--- config.mk ---
export PLATFORM = sky130hd
export DESIGN_NAME = sensores_nav_ctrl_flat
export DESIGN_NICKNAME = d
export VERILOG_FILES = /design/src/rtl/sensores_nav_ctrl_if.sv /design/src/rtl/sensores_nav_ctrl.sv /design/src/flat_wrapper.sv
export SDC_FILE = /design/constraint.sdc
export NUM_CORES = 1
export LEC_CHECK = 0
export ABC_AREA = 1
export BUFFER_PORTS_ARGS = -buffer_cell sky130_fd_sc_hd__buf_2
export CAP_MARGIN = 0
export CORE_MARGIN = 3
export CORE_UTILIZATION = 60
export CTS_BUF_LIST = sky130_fd_sc_hd__clkbuf_8
export CTS_CLUSTER_DIAMETER = 100
export DETAILED_ROUTE_END_ITERATION = 12
export GPL_TIMING_DRIVEN = 0
export HOLD_SLACK_MARGIN = 0.06
export MAX_ROUTING_LAYER = met4
export PLACE_DENSITY = 0.8
export SYNTH_ARGS = -nofsm -noshare
export SYNTH_HDL_FRONTEND = slang
export SYNTH_SLANG_ARGS = --single-unit
--- constraint.sdc ---
create_clock -name c1 -period 4.79 [get_ports c1]
set_clock_uncertainty 0.2 [all_clocks]
set_input_delay 0.7185 -clock c1 [delete_from_list [all_inputs] [get_ports c1]]
set_output_delay 0.7185 -clock c1 [all_outputs]
set_load 0.05 [all_outputs]
--- src/rtl/sensores_nav_ctrl_if.sv ---
// Sensor and actuator bundle for the wall-following navigation controller.
// master: the side driving the raw sensors and start command.
// slave:  the controller itself.
interface sensores_nav_ctrl_if;
   logic       start;
   logic       head;
   logic       left;
   logic       under;
   logic       barreira;
   logic       avancar;
   logic       girar;
   logic       remover;
   logic       fault;
   logic [2:0] state_out;

   modport master (
      output start, head, left, under, barreira,
      input  avancar, girar, remover, fault, state_out
   );

   modport slave (
      input  start, head, left, under, barreira,
      output avancar, girar, remover, fault, state_out
   );
endinterface

--- src/rtl/sensores_nav_ctrl.sv ---
// Wall-following navigation controller: synchronises and debounces the raw
// sensors, then runs a Moore FSM with registered motor/actuator outputs,
// timed turns, timed debris removal, stuck detection and a sticky fault.
module sensores_nav_ctrl #(
   parameter int unsigned DEBOUNCE_CYCLES = 4,
   parameter int unsigned TURN_CYCLES     = 8,
   parameter int unsigned REMOVE_CYCLES   = 16,
   parameter int unsigned STUCK_LIMIT     = 3,
   parameter int unsigned CNT_W           = 8
) (
   input logic                 c1,
   input logic                 reset,
   sensores_nav_ctrl_if.slave  bus
);

   localparam int unsigned SW = $clog2(STUCK_LIMIT + 1);
   localparam logic [CNT_W-1:0] DEB_LAST    = CNT_W'(DEBOUNCE_CYCLES - 1);
   localparam logic [CNT_W-1:0] TURN_LOAD   = CNT_W'(TURN_CYCLES - 1);
   localparam logic [CNT_W-1:0] REMOVE_LOAD = CNT_W'(REMOVE_CYCLES - 1);
   localparam logic [SW-1:0]    STUCK_LAST  = SW'(STUCK_LIMIT - 1);

   typedef enum logic [2:0] {
      ST_PROCURANDO   = 3'b000,
      ST_ACOMPANHANDO = 3'b010,
      ST_REMOVENDO    = 3'b011,
      ST_GIRA         = 3'b100,
      ST_FAULT        = 3'b101,
      ST_STANDBY      = 3'b111
   } state_t;

   // bit order: 0 head, 1 left, 2 under, 3 barreira, 4 start
   logic [4:0] raw;
   logic [4:0] sync1_q;
   logic [4:0] sync2_q;
   logic       start_prev_q;
   logic [3:0] filt;

   assign raw = {bus.start, bus.barreira, bus.under, bus.left, bus.head};

   // Two-flop synchronisers plus previous start sample for edge detection
   always_ff @(posedge c1 or negedge reset) begin
      if (!reset) begin
         sync1_q      <= '0;
         sync2_q      <= '0;
         start_prev_q <= 1'b0;
      end else begin
         sync1_q      <= raw;
         sync2_q      <= sync1_q;
         start_prev_q <= sync2_q[4];
      end
   end

   for (genvar g = 0; g < 4; g++) begin : g_deb
      logic [CNT_W-1:0] cnt_q;
      logic             filt_q;

      // Filtered value follows the synced one after DEBOUNCE_CYCLES consecutive differing samples
      always_ff @(posedge c1 or negedge reset) begin
         if (!reset) begin
            cnt_q  <= '0;
            filt_q <= 1'b0;
         end else if (sync2_q[g] == filt_q) begin
            cnt_q <= '0;
         end else if (cnt_q == DEB_LAST) begin
            cnt_q  <= '0;
            filt_q <= sync2_q[g];
         end else begin
            cnt_q <= cnt_q + 1'b1;
         end
      end

      assign filt[g] = filt_q;
   end

   logic head_f, left_f, under_f, barreira_f, start_s, start_rise;
   assign head_f     = filt[0];
   assign left_f     = filt[1];
   assign under_f    = filt[2];
   assign barreira_f = filt[3];
   assign start_s    = sync2_q[4];
   assign start_rise = sync2_q[4] & ~start_prev_q;

   state_t            state_q, state_d;
   logic [CNT_W-1:0]  timer_q, timer_d;
   logic [SW-1:0]     stuck_q, stuck_d;
   logic              avancar_q, avancar_d;
   logic              girar_q, girar_d;
   logic              remover_q, remover_d;
   logic              fault_q, fault_d;

   // State, timers and registered Moore outputs
   always_ff @(posedge c1 or negedge reset) begin
      if (!reset) begin
         state_q   <= ST_STANDBY;
         timer_q   <= '0;
         stuck_q   <= '0;
         avancar_q <= 1'b0;
         girar_q   <= 1'b0;
         remover_q <= 1'b0;
         fault_q   <= 1'b0;
      end else begin
         state_q   <= state_d;
         timer_q   <= timer_d;
         stuck_q   <= stuck_d;
         avancar_q <= avancar_d;
         girar_q   <= girar_d;
         remover_q <= remover_d;
         fault_q   <= fault_d;
      end
   end

   // Next state with priority under > start lost > fault > barreira > head > local rule
   always_comb begin
      state_d   = state_q;
      timer_d   = (timer_q != '0) ? timer_q - 1'b1 : timer_q;
      stuck_d   = stuck_q;
      avancar_d = 1'b0;
      girar_d   = 1'b0;
      remover_d = 1'b0;
      fault_d   = 1'b0;

      case (state_q)
         ST_STANDBY: begin
            if (start_s && !under_f) state_d = ST_PROCURANDO;
         end
         ST_FAULT: begin
            if (start_rise) state_d = ST_STANDBY;
         end
         default: begin
            if (under_f || !start_s) begin
               state_d = ST_STANDBY;
            end else if (state_q == ST_GIRA) begin
               // head/barreira are only looked at once the turn has run out
               if (timer_q == '0) begin
                  if (head_f && stuck_q == STUCK_LAST) begin
                     state_d = ST_FAULT;
                  end else if (barreira_f) begin
                     state_d = ST_REMOVENDO;
                     timer_d = REMOVE_LOAD;
                  end else if (head_f) begin
                     stuck_d = stuck_q + 1'b1;
                     timer_d = TURN_LOAD;
                  end else begin
                     state_d = left_f ? ST_ACOMPANHANDO : ST_PROCURANDO;
                  end
               end
            end else if (state_q == ST_REMOVENDO) begin
               if (barreira_f && timer_q == '0) begin
                  state_d = ST_FAULT;
               end else if (!barreira_f) begin
                  state_d = left_f ? ST_ACOMPANHANDO : ST_PROCURANDO;
               end
            end else if (barreira_f) begin
               state_d = ST_REMOVENDO;
               timer_d = REMOVE_LOAD;
            end else if (head_f) begin
               state_d = ST_GIRA;
               timer_d = TURN_LOAD;
            end else if (state_q == ST_PROCURANDO && left_f) begin
               state_d = ST_ACOMPANHANDO;
            end else if (state_q == ST_ACOMPANHANDO && !left_f) begin
               state_d = ST_PROCURANDO;
            end
         end
      endcase

      if (state_d != ST_GIRA) stuck_d = '0;

      case (state_d)
         ST_PROCURANDO, ST_ACOMPANHANDO: avancar_d = 1'b1;
         ST_REMOVENDO: begin
            avancar_d = 1'b1;
            remover_d = 1'b1;
         end
         ST_GIRA:  girar_d = 1'b1;
         ST_FAULT: fault_d = 1'b1;
         default:  ;
      endcase
   end

   assign bus.avancar   = avancar_q;
   assign bus.girar     = girar_q;
   assign bus.remover   = remover_q;
   assign bus.fault     = fault_q;
   assign bus.state_out = state_q;

endmodule

--- src/flat_wrapper.sv ---
// flat-port wrapper written by rule: the top's interface ports become plain ports
module sensores_nav_ctrl_flat 
#(
   parameter int unsigned DEBOUNCE_CYCLES = 4,
   parameter int unsigned TURN_CYCLES     = 8,
   parameter int unsigned REMOVE_CYCLES   = 16,
   parameter int unsigned STUCK_LIMIT     = 3,
   parameter int unsigned CNT_W           = 8
)
  (c1, reset, bus_start, bus_head, bus_left, bus_under, bus_barreira, bus_avancar, bus_girar, bus_remover, bus_fault, bus_state_out);
  sensores_nav_ctrl_if bus_i ();
  input logic c1;
  input logic reset;
  input wire logic [$bits(bus_i.start)-1:0] bus_start;
  input wire logic [$bits(bus_i.head)-1:0] bus_head;
  input wire logic [$bits(bus_i.left)-1:0] bus_left;
  input wire logic [$bits(bus_i.under)-1:0] bus_under;
  input wire logic [$bits(bus_i.barreira)-1:0] bus_barreira;
  output wire logic [$bits(bus_i.avancar)-1:0] bus_avancar;
  output wire logic [$bits(bus_i.girar)-1:0] bus_girar;
  output wire logic [$bits(bus_i.remover)-1:0] bus_remover;
  output wire logic [$bits(bus_i.fault)-1:0] bus_fault;
  output wire logic [$bits(bus_i.state_out)-1:0] bus_state_out;
  assign bus_i.start = bus_start;
  assign bus_i.head = bus_head;
  assign bus_i.left = bus_left;
  assign bus_i.under = bus_under;
  assign bus_i.barreira = bus_barreira;
  assign bus_avancar = bus_i.avancar;
  assign bus_girar = bus_i.girar;
  assign bus_remover = bus_i.remover;
  assign bus_fault = bus_i.fault;
  assign bus_state_out = bus_i.state_out;
  sensores_nav_ctrl #(.DEBOUNCE_CYCLES(DEBOUNCE_CYCLES), .TURN_CYCLES(TURN_CYCLES), .REMOVE_CYCLES(REMOVE_CYCLES), .STUCK_LIMIT(STUCK_LIMIT), .CNT_W(CNT_W)) u_core (.c1(c1), .reset(reset), .bus(bus_i));
endmodule
==> impl_metrics.yaml <==
outcome:
  status: "complete, no violations"
power:
  internal-power_w: 0.00121
  powerDensity_nw_per_um2: 560
  clockPowerShare_pct: 27.9
  switching_share_pct: 37.1
  p_leak_nw: 1.61
  p_comb_share_pct: 33.0
  seq_power_share_pct: 39.1
  irDropWorstVdd_mv: 0.371
  switching_power_w: 0.000712
sta:
  period_needed_ns: 2.15
  tightest_slew_ns: 0.746
  setup_violations: 0
  fmaxAchievable_mhz: 466
  post-route-period-util_pct: 44.8
  slew_violations: 0
  rsz0062_at_grt: "false"
  tns_ns: 0
  max_slew_margin_pct: 50.3
  hold_violations: 0
detailed_routing:
  drcViolationCount: 0
  drt-vias-per-instance: 5.04
  wl_um: 4860
  avgRoutedWirePerCell_um: 10.9
  vias: 2253
  drtIter0Drc: 130
  detail-route-antenna-nets: 0
  firstDrtPassIters: 4
logic_synthesis:
  synth_edf_count: 0
  syn_avg_cell_area_um2: 8.66
  synthAdderAreaFrac_pct: 2.88
  ys_top_cells_by_area: "dfrtp_1 50%, nor2_1 6.7%, inv_1 6.4%"
  synthesis.nets: 365
  synthTopCellsByCount: "61 x dfrtp_1, 54 x nor2_1, 52 x inv_1"
  yosys.area_share.simple_pct: 25.8
  mappedNetlistArea_um2: 3040
  syn-instance-count: 351
  synth_cell_types: 31
  synth_compound_area_share_pct: 6.51
  synthArstFlopShare_pct: 100
  synth_top_area_share_pct: 50.2
  ys_seq_area_share_pct: 52.8
  yosys.area.top_type: "dfrtp_1"
  yosys_warnings: 0
  synth_flop_cell: "dfrtp_1"
  muxShareOfSynthArea_pct: 0
  synthXorXnorAreaFrac_pct: 4.04
  yosysMostFrequentCell: "dfrtp_1"
  synth_top_family_by_area: "simple AND/OR/NAND/NOR gates"
  ys_ff_latch: 64
setup_path:
  path_buf_inv: 1
  critPathSlowestCell: "dfstp_2"
  rr_worst_depth: 7
  cp_top_family: "flip-flops"
  cp_cell_sequence: "buf_2"
  r2r_end: "u_core.timer_q[6]$_DFF_PN0_"
  crit_type: "flop to output pin"
  r2r-start: "u_core.bus.state_out[2]$_DFF_PN1_"
  r2r_slack_ns: 2.94
  worstSetupEndpointType: "output pin"
  required_ns: 3.87
  cp.arrival_ns: 1.23
  cp_max_fo: 7
  critical_path_depth: 1
  critPathLaunchType: "flop"
  crit_path_max_incr_delay_ns: 0.60
clocking:
  clock_latency_ns: 0.34
  clockBufferDepth: 2
  cts-htree-levels: 3
  clk_pin_slew_ns: 0.07
  cts_sinks: 64
  cts_tree: "done"
  cts_resized: 0
  cts_made_buffers: 9
  cts_setup_buffers: 0
  ctsHoldBuffers: 0
  root_buffer: "clkbuf_8"
grt:
  grt_pass1_vias: 2173
  grt_use_total_pct: 19.8
  grt_max_degree: 65
  antenna_found_initial: 0
  grt_overflow: 0
  grt_pass1_wl_um: 9090
floorplan:
  start_util_pct: 63.1
  coreArea_um2: 4820
  die_x_um: 77.2
  die-area_um2: 5950
  die_h_um: 77.2
  io_pins: 14
  num_rows: 25
placed_design:
  io_buffers: 13
  hpwlAfterDp_um: 3520
  dp_cells: 431
  place.gp.congestion: 0.849
  placed_area_um2: 3190
worst_hold_path:
  holdCritStartpoint: "u_core.sync1_q[3]$_DFF_PN0_"
  hold_path_depth: 0
  hold_end: "u_core.sync2_q[3]$_DFF_PN0_"
  hold_path_class: "flop to flop"
layout:
  drive_above_1_share_pct: 13.7
  syn_to_final_growth_pct: 12.9
  finalNonFillerCells: 447
  nets: 389
  diodes: 0
  stdcell_area_um2: 3430
job:
  drv_cap: 0
## per-layer routing
metal	vias up	wire length, µm	GRT usage (%)
li1	1175	-	-
met1	1035	2290	24.1
met2	35	2290	30.4
met3	8	191	7.86
met4	0	87	6.58
met5	-	0	-
## cell type report
class | instances | area (µm²)
Inverter | 56 | 210
Timing Repair Buffer | 13 | 67.6
Fill cell | 371 | 1390
Sequential cell | 64 | 1610
Clock inverter | 4 | 75.1
Tap cell | 67 | 83.8
Multi-Input combinational cell | 227 | 1190
Buffer | 4 | 31.3
Clock buffer | 12 | 165
## sequential cells by signal, indices dropped and copies added (netlist names)
name                  flops
u_core.sync1_q            5
u_core.bus.girar          1
u_core.bus.remover        1
u_core.g_deb.cnt_q       32
u_core.bus.avancar        1
u_core.start_prev_q       1
u_core.stuck_q            2
u_core.barreira_f         1
u_core.sync2_q            5
u_core.timer_q            8
u_core.bus.fault          1
u_core.g_deb.filt_q       3
u_core.bus.state_out      3
## stage by stage
step | hold slack (ns) | total power (W) | worst slack, ns | util (%)
finish | 0.151 | 0.00192 | 2.64 | 71.2
CTS | 0.152 | 0.00194 | 2.63 | 71.1
floorplan | 0.131 | 0.00126 | 2.89 | -
global route | 0.156 | 0.00208 | 2.59 | 71.2
detailed placement | 0.136 | 0.00140 | 2.62 | 66.2
global placement | 0.132 | 0.00138 | 2.61 | 66.2
## power by group through the flow
stage,sequential (W),combinational [W],clock (W)
after floorplan,0.000814,0.000446,0
after global placement,0.000756,0.000626,0
after detailed placement,0.000759,0.000636,0
after CTS,0.000750,0.000642,0.000548
after global routing,0.000766,0.000737,0.000574
final,0.000750,0.000634,0.000535
## kinds of logic (layout without fill, tap and decap cells)
group                    Yosys count  count (layout)
AND/OR/NAND/NOR                  169             169
flip-flops                        64              64
buffers and inverters             60              89
AO/OA/AOI/OAI                     37              37
XOR/XNOR                          14              14
adder cells (fa/ha/maj)            7               7
## layout by cell type, fill, tap and decap left out, types with 2 or more instances in the layout
| master | count |
|---|---|
| o211ai_1 | 2 |
| nor2_1 | 54 |
| buf_4 | 3 |
| nand2_1 | 49 |
| nor3_1 | 17 |
| xnor2_1 | 4 |
| nand2_2 | 3 |
| o21ai_0 | 14 |
| nor2_4 | 2 |
| nor4_1 | 4 |
| ha_1 | 7 |
| buf_2 | 13 |
| o21ai_1 | 3 |
| bufinv_16 | 2 |
| nand4_1 | 8 |
| inv_2 | 3 |
| nor2_2 | 3 |
| dfrtp_1 | 61 |
| nand2_4 | 2 |
| nand3_2 | 2 |
| clkinvlp_4 | 2 |
| nand3_1 | 21 |
| clkbuf_8 | 12 |
| inv_1 | 52 |
| dfstp_2 | 3 |
| nor3b_1 | 3 |
| a21oi_1 | 15 |
| xor2_1 | 10 |
## how the worst max path moves through the flow
stage	start	to	slack [ns]
after floorplan	u_core.bus.state_out[2]$_DFF_PN1_	u_core.stuck_q[0]$_DFFE_PN0P_	2.89
after global placement	reset	u_core.sync1_q[4]$_DFF_PN0_	2.61
after detailed placement	reset	u_core.sync1_q[4]$_DFF_PN0_	2.62
after CTS	u_core.bus.state_out[1]$_DFF_PN1_	bus_state_out[1]	2.63
after global routing	u_core.bus.state_out[1]$_DFF_PN1_	bus_state_out[1]	2.59
final	u_core.bus.state_out[1]$_DFF_PN1_	bus_state_out[1]	2.64
Power figures use the tool's default switching activity.
